`config.mk`:
```
export PLATFORM = sky130hd
export DESIGN_NAME = uvmt_cv32e40s_pma_lookup_sequencer
export DESIGN_NICKNAME = d
export VERILOG_FILES = /design/src/rtl/uvmt_cv32e40s_pma_lookup_sequencer.sv
export SDC_FILE = /design/constraint.sdc
export NUM_CORES = 1
export LEC_CHECK = 0
export BUFFER_PORTS_ARGS = -buffer_cell sky130_fd_sc_hd__buf_2
export CAP_MARGIN = 20
export CORE_UTILIZATION = 47
export CTS_CLUSTER_DIAMETER = 150
export CTS_CLUSTER_SIZE = 24
export DETAILED_ROUTE_END_ITERATION = 10
export PLACE_DENSITY = 0.87
export SETUP_SLACK_MARGIN = 0.4
export SYNTH_ARGS = -nofsm -noshare
export SYNTH_HDL_FRONTEND = slang
export SYNTH_SLANG_ARGS = --single-unit
```
`constraint.sdc`:
```
create_clock -name clk -period 1.7 [get_ports clk]
set_input_delay 0.51 -clock clk [delete_from_list [all_inputs] [get_ports clk]]
set_output_delay 0.51 -clock clk [all_outputs]
set_load 0.01 [all_outputs]
```
`src/rtl/uvmt_cv32e40s_pma_lookup_sequencer.sv`:
```
// uvmt_cv32e40s_pma_lookup_sequencer
// Shares one combinational PMA model between the instruction-fetch requester
// and the data (LSU) requester. Word-crossing misaligned data accesses become
// two word-granular lookups. One combined verdict is returned per request.
//
// Ports:
//   clk, rst                   clock, synchronous active-high reset
//   i_req_*                    instruction lookup request (valid/ready, addr)
//   d_req_*                    data lookup request (valid/ready, addr, size, load)
//   lu_*  (out)                lookup drive towards the PMA model
//   lu_allow, lu_main (in)     same-cycle PMA model verdict
//   rsp_* (valid/ready)        combined verdict: src, allow, main, split, fault half
module uvmt_cv32e40s_pma_lookup_sequencer #(
  parameter bit RR_ENABLE = 1'b1
) (
  input  logic                  clk,
  input  logic                  rst,
  input  logic                  i_req_valid,
  output logic                  i_req_ready,
  input  logic [31:0]           i_req_addr,
  input  logic                  d_req_valid,
  output logic                  d_req_ready,
  input  logic [31:0]           d_req_addr,
  input  logic [1:0]            d_req_size,
  input  logic                  d_req_load,
  output logic                  lu_valid,
  output logic [31:0]           lu_addr,
  output logic                  lu_is_instr,
  output logic                  lu_load,
  output logic                  lu_misaligned,
  input  logic                  lu_allow,
  input  logic                  lu_main,
  output logic                  rsp_valid,
  input  logic                  rsp_ready,
  output logic                  rsp_src,
  output logic                  rsp_allow,
  output logic                  rsp_main,
  output logic                  rsp_split,
  output logic                  rsp_fault_half
);

  localparam int unsigned ADDR_W = 32;
  localparam int unsigned WORD_W = ADDR_W - 2;

  typedef enum logic [1:0] {IDLE, LU0, LU1, RESP} state_e;

  state_e              state_q, state_d;
  logic                last_grant_q, last_grant_d;  // 1 = data
  logic                cap_data_q, cap_data_d;
  logic [ADDR_W-1:0]   cap_addr_q, cap_addr_d;
  logic                cap_split_q, cap_split_d;
  logic                h0_main_q, h0_main_d;
  logic                lu_valid_q, lu_valid_d;
  logic [ADDR_W-1:0]   lu_addr_q, lu_addr_d;
  logic                lu_is_instr_q, lu_is_instr_d;
  logic                lu_load_q, lu_load_d;
  logic                lu_mis_q, lu_mis_d;
  logic                rsp_valid_q, rsp_valid_d;
  logic                rsp_src_q, rsp_src_d;
  logic                rsp_allow_q, rsp_allow_d;
  logic                rsp_main_q, rsp_main_d;
  logic                rsp_split_q, rsp_split_d;
  logic                rsp_fh_q, rsp_fh_d;

  logic                gnt_data_c;
  logic                gnt_instr_c;
  logic [2:0]          d_bytes_c;
  logic                d_split_c;
  logic                d_mis_c;
  logic [ADDR_W-1:0]   lu1_addr_c;

  // Arbitration: on contention round-robin flips away from the last winner
  always_comb begin
    gnt_data_c  = d_req_valid && (!i_req_valid || !RR_ENABLE || !last_grant_q);
    gnt_instr_c = i_req_valid && !gnt_data_c;
  end

  assign i_req_ready = !rst && (state_q == IDLE) && gnt_instr_c;
  assign d_req_ready = !rst && (state_q == IDLE) && gnt_data_c;

  // Data access geometry: size encoding 3 behaves as word
  always_comb begin
    case (d_req_size)
      2'd0:    d_bytes_c = 3'd1;
      2'd1:    d_bytes_c = 3'd2;
      default: d_bytes_c = 3'd4;
    endcase
    d_split_c = (3'({1'b0, d_req_addr[1:0]}) + d_bytes_c) > 3'd4;
    d_mis_c   = ((d_req_size == 2'd1) && d_req_addr[0]) ||
                (d_req_size[1] && (d_req_addr[1:0] != 2'b00));
  end

  // Second half starts at the next word; wraps at the top of the address space
  assign lu1_addr_c = {cap_addr_q[ADDR_W-1:2] + WORD_W'(1), 2'b00};

  // Next-state and registered output computation
  always_comb begin
    state_d       = state_q;
    last_grant_d  = last_grant_q;
    cap_data_d    = cap_data_q;
    cap_addr_d    = cap_addr_q;
    cap_split_d   = cap_split_q;
    h0_main_d     = h0_main_q;
    lu_valid_d    = lu_valid_q;
    lu_addr_d     = lu_addr_q;
    lu_is_instr_d = lu_is_instr_q;
    lu_load_d     = lu_load_q;
    lu_mis_d      = lu_mis_q;
    rsp_valid_d   = rsp_valid_q;
    rsp_src_d     = rsp_src_q;
    rsp_allow_d   = rsp_allow_q;
    rsp_main_d    = rsp_main_q;
    rsp_split_d   = rsp_split_q;
    rsp_fh_d      = rsp_fh_q;

    case (state_q)
      IDLE: begin
        if (gnt_data_c || gnt_instr_c) begin
          state_d       = LU0;
          last_grant_d  = gnt_data_c;
          cap_data_d    = gnt_data_c;
          cap_addr_d    = gnt_data_c ? d_req_addr : i_req_addr;
          cap_split_d   = gnt_data_c && d_split_c;
          lu_valid_d    = 1'b1;
          lu_addr_d     = gnt_data_c ? d_req_addr : i_req_addr;
          lu_is_instr_d = !gnt_data_c;
          lu_load_d     = gnt_data_c && d_req_load;
          lu_mis_d      = gnt_data_c && d_mis_c;
        end
      end
      LU0: begin
        if (cap_split_q && lu_allow) begin
          state_d   = LU1;
          h0_main_d = lu_main;
          lu_addr_d = lu1_addr_c;
        end else begin
          // Unsplit, or half 0 faulted: half 1 is never looked up
          state_d       = RESP;
          lu_valid_d    = 1'b0;
          lu_addr_d     = '0;
          lu_is_instr_d = 1'b0;
          lu_load_d     = 1'b0;
          lu_mis_d      = 1'b0;
          rsp_valid_d   = 1'b1;
          rsp_src_d     = cap_data_q;
          rsp_allow_d   = lu_allow;
          rsp_main_d    = lu_main;
          rsp_split_d   = cap_split_q;
          rsp_fh_d      = 1'b0;
        end
      end
      LU1: begin
        state_d       = RESP;
        lu_valid_d    = 1'b0;
        lu_addr_d     = '0;
        lu_is_instr_d = 1'b0;
        lu_load_d     = 1'b0;
        lu_mis_d      = 1'b0;
        rsp_valid_d   = 1'b1;
        rsp_src_d     = cap_data_q;
        rsp_allow_d   = lu_allow;
        rsp_main_d    = h0_main_q && lu_main;
        rsp_split_d   = 1'b1;
        rsp_fh_d      = !lu_allow;
      end
      RESP: begin
        if (rsp_ready) begin
          state_d     = IDLE;
          rsp_valid_d = 1'b0;
          rsp_src_d   = 1'b0;
          rsp_allow_d = 1'b0;
          rsp_main_d  = 1'b0;
          rsp_split_d = 1'b0;
          rsp_fh_d    = 1'b0;
        end
      end
      default: state_d = IDLE;
    endcase
  end

  // State and output registers; reset drops any in-flight request
  always_ff @(posedge clk) begin
    if (rst) begin
      state_q       <= IDLE;
      last_grant_q  <= 1'b1;
      cap_data_q    <= 1'b0;
      cap_addr_q    <= '0;
      cap_split_q   <= 1'b0;
      h0_main_q     <= 1'b0;
      lu_valid_q    <= 1'b0;
      lu_addr_q     <= '0;
      lu_is_instr_q <= 1'b0;
      lu_load_q     <= 1'b0;
      lu_mis_q      <= 1'b0;
      rsp_valid_q   <= 1'b0;
      rsp_src_q     <= 1'b0;
      rsp_allow_q   <= 1'b0;
      rsp_main_q    <= 1'b0;
      rsp_split_q   <= 1'b0;
      rsp_fh_q      <= 1'b0;
    end else begin
      state_q       <= state_d;
      last_grant_q  <= last_grant_d;
      cap_data_q    <= cap_data_d;
      cap_addr_q    <= cap_addr_d;
      cap_split_q   <= cap_split_d;
      h0_main_q     <= h0_main_d;
      lu_valid_q    <= lu_valid_d;
      lu_addr_q     <= lu_addr_d;
      lu_is_instr_q <= lu_is_instr_d;
      lu_load_q     <= lu_load_d;
      lu_mis_q      <= lu_mis_d;
      rsp_valid_q   <= rsp_valid_d;
      rsp_src_q     <= rsp_src_d;
      rsp_allow_q   <= rsp_allow_d;
      rsp_main_q    <= rsp_main_d;
      rsp_split_q   <= rsp_split_d;
      rsp_fh_q      <= rsp_fh_d;
    end
  end

  assign lu_valid       = lu_valid_q;
  assign lu_addr        = lu_addr_q;
  assign lu_is_instr    = lu_is_instr_q;
  assign lu_load        = lu_load_q;
  assign lu_misaligned  = lu_mis_q;
  assign rsp_valid      = rsp_valid_q;
  assign rsp_src        = rsp_src_q;
  assign rsp_allow      = rsp_allow_q;
  assign rsp_main       = rsp_main_q;
  assign rsp_split      = rsp_split_q;
  assign rsp_fault_half = rsp_fh_q;

endmodule

```
==> flow_summary.toml, run 1 <==
[layout]
layout-drive-gt1-share_pct = 67.83
fillers = 288
largest_reg_flops = 32
fin_util_pct = 89.35
syn_to_final_growth_pct = 81.97
nets = 764

[timing]
max_freq_ghz = 0.4974
finalHoldWorstSlack_ps = 415.6
maxSlewHeadroom_pct = 66.03
slew_viol_final = 0
setup_violations = 76
hold_viol = 0
min_period_over_period_pct = 118.3
skew_ps = 12.29
layout_min_cycle_time_ps = 2010
rsz0062_at_grt = "yes"
setup_ws_ps = -310.3
tightest_slew_ps = 509.5

[route]
routed_wl_um = 22860
avgRoutedWirePerCell_um = 28.83
ant_nets = 0
firstDrtPassIters = 7
via_count = 5580
drc = 0
viasPerCell = 7.037
drt_iter0_drc = 720

[setup_path]
start_kind = "register"
end_kind = "primary output"
cp.arrival_ps = 1500
cp.required_ps = 1190
slowest_stage = "dfxtp_2"
max_stage_delay_ps = 350
worstSetupPathType = "register to primary output"
crit_path_cell_trace = "inv_2 -> ha_4 -> buf_8 -> nor4bb_4 -> buf_2"
path_max_fanout = 4

[min_path]
min_path_type = "input pin to register"

[grt]
antenna_found_initial = 1
grt_max_degree = 29
use_met2_pct = 67.50
globalRoute.busiestLayer = "met2"
grtUsageMet1_pct = 44.18
grt_pass1_vias = 5031
grt_first_pass_wirelength_um = 26770
globalRouteMet3Util_pct = 8.373
grt_overflow = 0
grt_use_total_pct = 39.71

[place]
dp_hpwl_um = 8275
place.gp.congestion = 0.8272
numPortBuffers = 117

[yosys]
synth_top_cell_area_share_pct = 38.13
syn_area_sq_mm = 0.004095
synth.most_common_cell = "dfxtp_1"
synth.distinct_cells = 48
yosys_warnings = 0
synth_compound_area_share_pct = 16.80
synth_area_leaders = "dfxtp_1, mux2i_1, mux2_2"
synth-edff-count = 0
syn-num-nets = 530
synth_simple_gate_area_share_pct = 18.79
syn_inst = 449
synth_ff_type = "dfxtp_1"
muxShareOfSynthArea_pct = 13.08
synth.ff_latch_count = 78
yosys.area.top_type = "dfxtp_1"
synth_xor_area_share_pct = 6.202
syn_avg_cell_area_sq_um = 9.121
ys_async_sr_fraction_pct = 0
synth_seq_area_share_pct = 38.13
synthAdderAreaFrac_pct = 2.322
ys_top_cells_by_count = "dfxtp_1, nor2_1, nand2_1, mux2i_1, a21oi_1"
synth_top_family_by_area = "simple AND/OR/NAND/NOR gates"

[pwr]
powerDensity_mw_per_mm2 = 1626
irDropWorstVdd_mv = 0.9993
leakagePower_uw = 0.003191

[run_status]
status = "finished, violations left"
violations = "setup timing"

[die]
dieArea_sq_mm = 0.009091
core_area_sq_mm = 0.008341
ios = 118
fp.dieW_um = 95.35
num_rows = 33
initial_core_util_pct = 49.10
die_h_um = 95.35

[clocking]
cts_tree = "done"
clock_latency_ps = 370
cts_htree_levels = 3
cts_buffers = 9
cts_sinks = 78
clock_path_buffers = 2
ctsRootBufferMaster = "clkbuf_8"
path_clk_slew_ps = 90

[run]
maxCapViolCount = 0
## stage by stage
stage	power (uW)	std cells	cell area, sq um	setup TNS, ps	setup slack [ps]
5_1_grt	12330	792	7450	-13430	-539.2
6_report	12120	793	7452	-10490	-310.3
3_5_place_dp	6600	700	5345	-11420	-405.8
2_1_floorplan	5397	449	4362	-38.08	-38.08
3_3_place_gp	6422	700	5345	-8928	-335.7
4_1_cts	10230	758	6840	-2022	-174.3
## path summary, 6_finish.rpt
path / startpoint / end / slack [ps] / cells past startpoint
worst max-delay path: state_q[0]$_SDFFE_PP0P_ / i_req_ready / -310 / 5
worst min-delay path: d_req_load / lu_load$_SDFFE_PP0P_ / 420 / 3
worst max register to register: state_q[1]$_SDFFE_PP0P_ / lu_addr[29]$_SDFFE_PP0P_ / -310 / 9
worst min register to register: lu_is_instr$_SDFFE_PP0P_ / lu_is_instr$_SDFFE_PP0P_ / 480 / 2
## area by class of cell
cell class | instances | area (sq um) | share of cell area, %
Multi-Input combinational cell | 334 | 3131 | 42.01
Timing Repair Buffer | 254 | 2323 | 31.18
Sequential cell | 78 | 1629 | 21.86
Tap cell | 105 | 131.4 | 1.763
Clock buffer | 9 | 123.9 | 1.662
Clock inverter | 6 | 86.33 | 1.158
Inverter | 6 | 25.02 | 0.3358
Antenna cell | 1 | 2.502 | 0.03358
## placed cells by master, fill, tap and decap left out, types with 4 or more instances in the layout
| cell type | netlist | layout |
|---|---|---|
| a22oi_2 | 0 | 10 |
| ha_4 | 0 | 4 |
| nand2_2 | 0 | 6 |
| xor2_1 | 24 | 21 |
| mux2_2 | 20 | 9 |
| inv_1 | 6 | 4 |
| buf_6 | 4 | 73 |
| a21oi_2 | 0 | 8 |
| nor2_2 | 2 | 6 |
| nor3_1 | 13 | 10 |
| mux2i_1 | 31 | 24 |
| dfxtp_1 | 78 | 28 |
| o22ai_2 | 10 | 17 |
| buf_2 | 9 | 74 |
| a211oi_2 | 0 | 12 |
| nor2_1 | 57 | 40 |
| clkbuf_8 | 0 | 9 |
| mux2i_4 | 0 | 5 |
| nor2_4 | 0 | 13 |
| a21oi_1 | 25 | 14 |
| buf_4 | 3 | 85 |
| nand3_1 | 14 | 12 |
| buf_16 | 0 | 9 |
| buf_12 | 0 | 10 |
| nand2_1 | 33 | 24 |
| a22oi_1 | 16 | 6 |
| mux2_4 | 0 | 11 |
| dfxtp_2 | 0 | 48 |
| a222oi_1 | 5 | 5 |
| xnor2_1 | 5 | 5 |
| nand4_1 | 6 | 6 |
## kinds of logic (layout without fill, tap and decap cells)
family / count (synthesis) / after routing
multiplexers: 51 / 51
adder cells (fa/ha/maj): 7 / 7
flip-flops: 78 / 78
buffers and inverters: 37 / 275
XOR/XNOR: 29 / 29
other: 0 / 1
AO/OA/AOI/OAI: 95 / 95
AND/OR/NAND/NOR: 152 / 152
## what timing repair did
item / CTS / global route
hold buffers: 0 / 0
setup buffers: 34 / 34
gates cloned: 9 / 0
gates resized for setup: 190 / 78
setup endpoints to repair: 121 / 122
pin swaps: 27 / 40
## power by group
part | internal (uW) | switching, uW | total (uW)
clock network | 819 | 821 | 1640
logic | 3710 | 3530 | 7240
registers | 2520 | 718 | 3240
## worst max-delay path: cells and delay by family (launching register included)
kind	cells	cell delay (ps)
buffers and inverters	3	390
DFF	1	350
and+or+nand+nor	1	230
adders and majority gates	1	160
## metal layers
layer  vias to the layer above  share of wire (%)  wire length [um]
met5                         -                  0                 0
met4                         0                 11              2431
met3                       262                 12              2667
met2                       636                 45             10350
met1                      2591                 32              7411
li1                       2091                  -                 -
Note: power is estimated with default switching activity, not from simulation.
==> run 2, diff against run 1 <==
Settings changed: CORE_UTILIZATION 47 to 56, PLACE_DENSITY 0.87 to 0.95.
Clock period 1.7 ns to 2.5 ns, I/O delays scaled along.
==> run 2 against run 1 <==
The flow now finishes without violations. First-iteration DRC count decreased by 60%. Clock skew fell by 6.4 ps. Sequential power fell by 38%. Die area decreased by 16%. Wire length down 50%. Register-to-register slack gained 770 ps. Core utilization decreased by 15 points. Via count is 29% lower. Critical endpoint unchanged.
==> flow_summary.toml, run 2 (synthesized netlist as in run 1, its figures left out) <==
[clocking]
cts_htree_levels = 3
cts_buffers = 9
clock_path_buffers = 2
cts_sinks = 78
path_clk_slew_ps = 80
ctsRootBufferMaster = "clkbuf_8"
cts_tree = "done"
clock_latency_ps = 340

[layout]
final_cell_mix = "buf_2, dfxtp_1, nor2_1, nand2_1, mux2i_1"
layout-drive-gt1-share_pct = 35.54
syn_to_final_growth_pct = 25.30
mostFrequentLayoutCell = "buf_2"
fin_util_pct = 73.89
largest_reg_flops = 32
antennaDiodeCount = 0
nets = 650

[run_status]
status = "completed"

[pwr]
irDropWorstVdd_mv = 0.4409
power_uw = 5359
powerDensity_mw_per_mm2 = 1044
leakagePower_uw = 0.002268

[setup_path]
ff2ff_path_depth = 8
cp.required_ps = 1750
worstSetupPathDepth = 4
path_max_fanout = 4
worstSetupPathType = "input pin to primary output"
end_kind = "primary output"
path_delay_family = "buffers and inverters"
slowest_stage = "nor4bb_4"
path_buf_inv = 2
start_kind = "input pin"
cp.arrival_ps = 1400
max_stage_delay_ps = 240
crit_path_cell_trace = "buf_8 -> a21boi_4 -> nor4bb_4 -> buf_2"

[grt]
grt_max_degree = 67
grt_first_pass_wirelength_um = 17630
antenna_found_initial = 0
grt_overflow = 0
grt_pass1_vias = 3890
grt_use_total_pct = 29.34

[place]
place.gp.congestion = 0.8303
dpl_worst_slack_ps = 189.5
numPortBuffers = 117
dp_hpwl_um = 7718

[die]
fp.dieW_um = 87.52
die_h_um = 87.52
dieArea_sq_mm = 0.007659
ios = 118
num_rows = 30
core_area_sq_mm = 0.006944
initial_core_util_pct = 58.97

[timing]
slew_viol_final = 0
skew_ps = 5.889
tightest_slew_ps = 840.0
min_period_over_period_pct = 85.85
layout_min_cycle_time_ps = 2146
setup_ws_ps = 353.8
max_freq_ghz = 0.4659
finalHoldWorstSlack_ps = 458.9
hold_viol = 0
maxSlewHeadroom_pct = 43.94
setup_tns_ps = 0
rsz0062_at_grt = "yes"
setup_violations = 0

[run]
maxCapViolCount = 0

[route]
via_count = 3989
routed_wl_um = 11360
viasPerCell = 5.954
drc = 0
firstDrtPassIters = 5
avgRoutedWirePerCell_um = 16.96
ant_nets = 0
drt_iter0_drc = 288

[min_path]
worstHoldPathCells = 2
min_path_type = "register to register"
-- run 2: changes by cell type in the layout (fill, tap and decap cells not counted), sizes merged --
cell	before	now
buf	254	140
bufinv	2	3
clkbuf	9	10
diode	1	0
inv	7	6
-- run 2: cell type report --
type | count | area [sq um]
clock buffer | 10 | 127.6
clock inverter | 6 | 110.1
fill | 491 | 1813
inverter | 6 | 22.52
multi-input combinational | 334 | 2390
sequential | 78 | 1564
tap | 96 | 120.1
timing repair buffer | 140 | 797.0
-- run 2: repair_timing --
item | in CTS | in global routing
hold buffers | 0 | 0
endpoints found under the hold margin | 0 | 0
setup endpoints to repair | 19 | 15
buffers inserted | 7 | 2
pin swaps | 4 | 1
resized for setup | 9 | 3
-- run 2: path summary, 6_finish.rpt --
kind / from / end / slack, ps
worst max-delay path: d_req_valid / i_req_ready / 350
worst min-delay path: lu_addr[5]$_SDFFE_PP0P_ / lu_addr[5]$_SDFFE_PP0P_ / 460
worst max register to register: state_q[1]$_SDFFE_PP0P_ / lu_addr[22]$_SDFFE_PP0P_ / 460
worst min register to register: lu_addr[5]$_SDFFE_PP0P_ / lu_addr[5]$_SDFFE_PP0P_ / 460
-- run 2: power breakdown --
part	leakage (uW)	switching, uW	internal (uW)	total [uW]
Clock	0.000112	470	662	1130
Sequential	0.000643	367	1650	2020
Combinational	0.00151	1220	988	2210
-- run 2: layer usage --
metal / routed length, um / track usage [%] / vias up
met2: 5854 / 52.27 / 203
met5: 0 / 0 / -
met4: 312 / 15.95 / 0
li1: - / - / 1868
met3: 653 / 4.076 / 40
met1: 4540 / 33.98 / 1878
-- run 2: worst register-to-register path: stages (launching register included) --
cell	delay [ps]
dfxtp_2	350
inv_2	80
buf_4	120
ha_1	200
and3_1	260
nand2_1	150
or3_1	390
buf_4	220
o22ai_1	180
-- run 2: metrics by stage --
| step | instances | cell area (sq um) |
|---|---|---|
| finish | 670 | 5131 |
| global placement | 645 | 4785 |
| detailed placement | 645 | 4785 |
| floorplan | 449 | 4126 |
| global route | 670 | 5131 |
| CTS | 668 | 5110 |
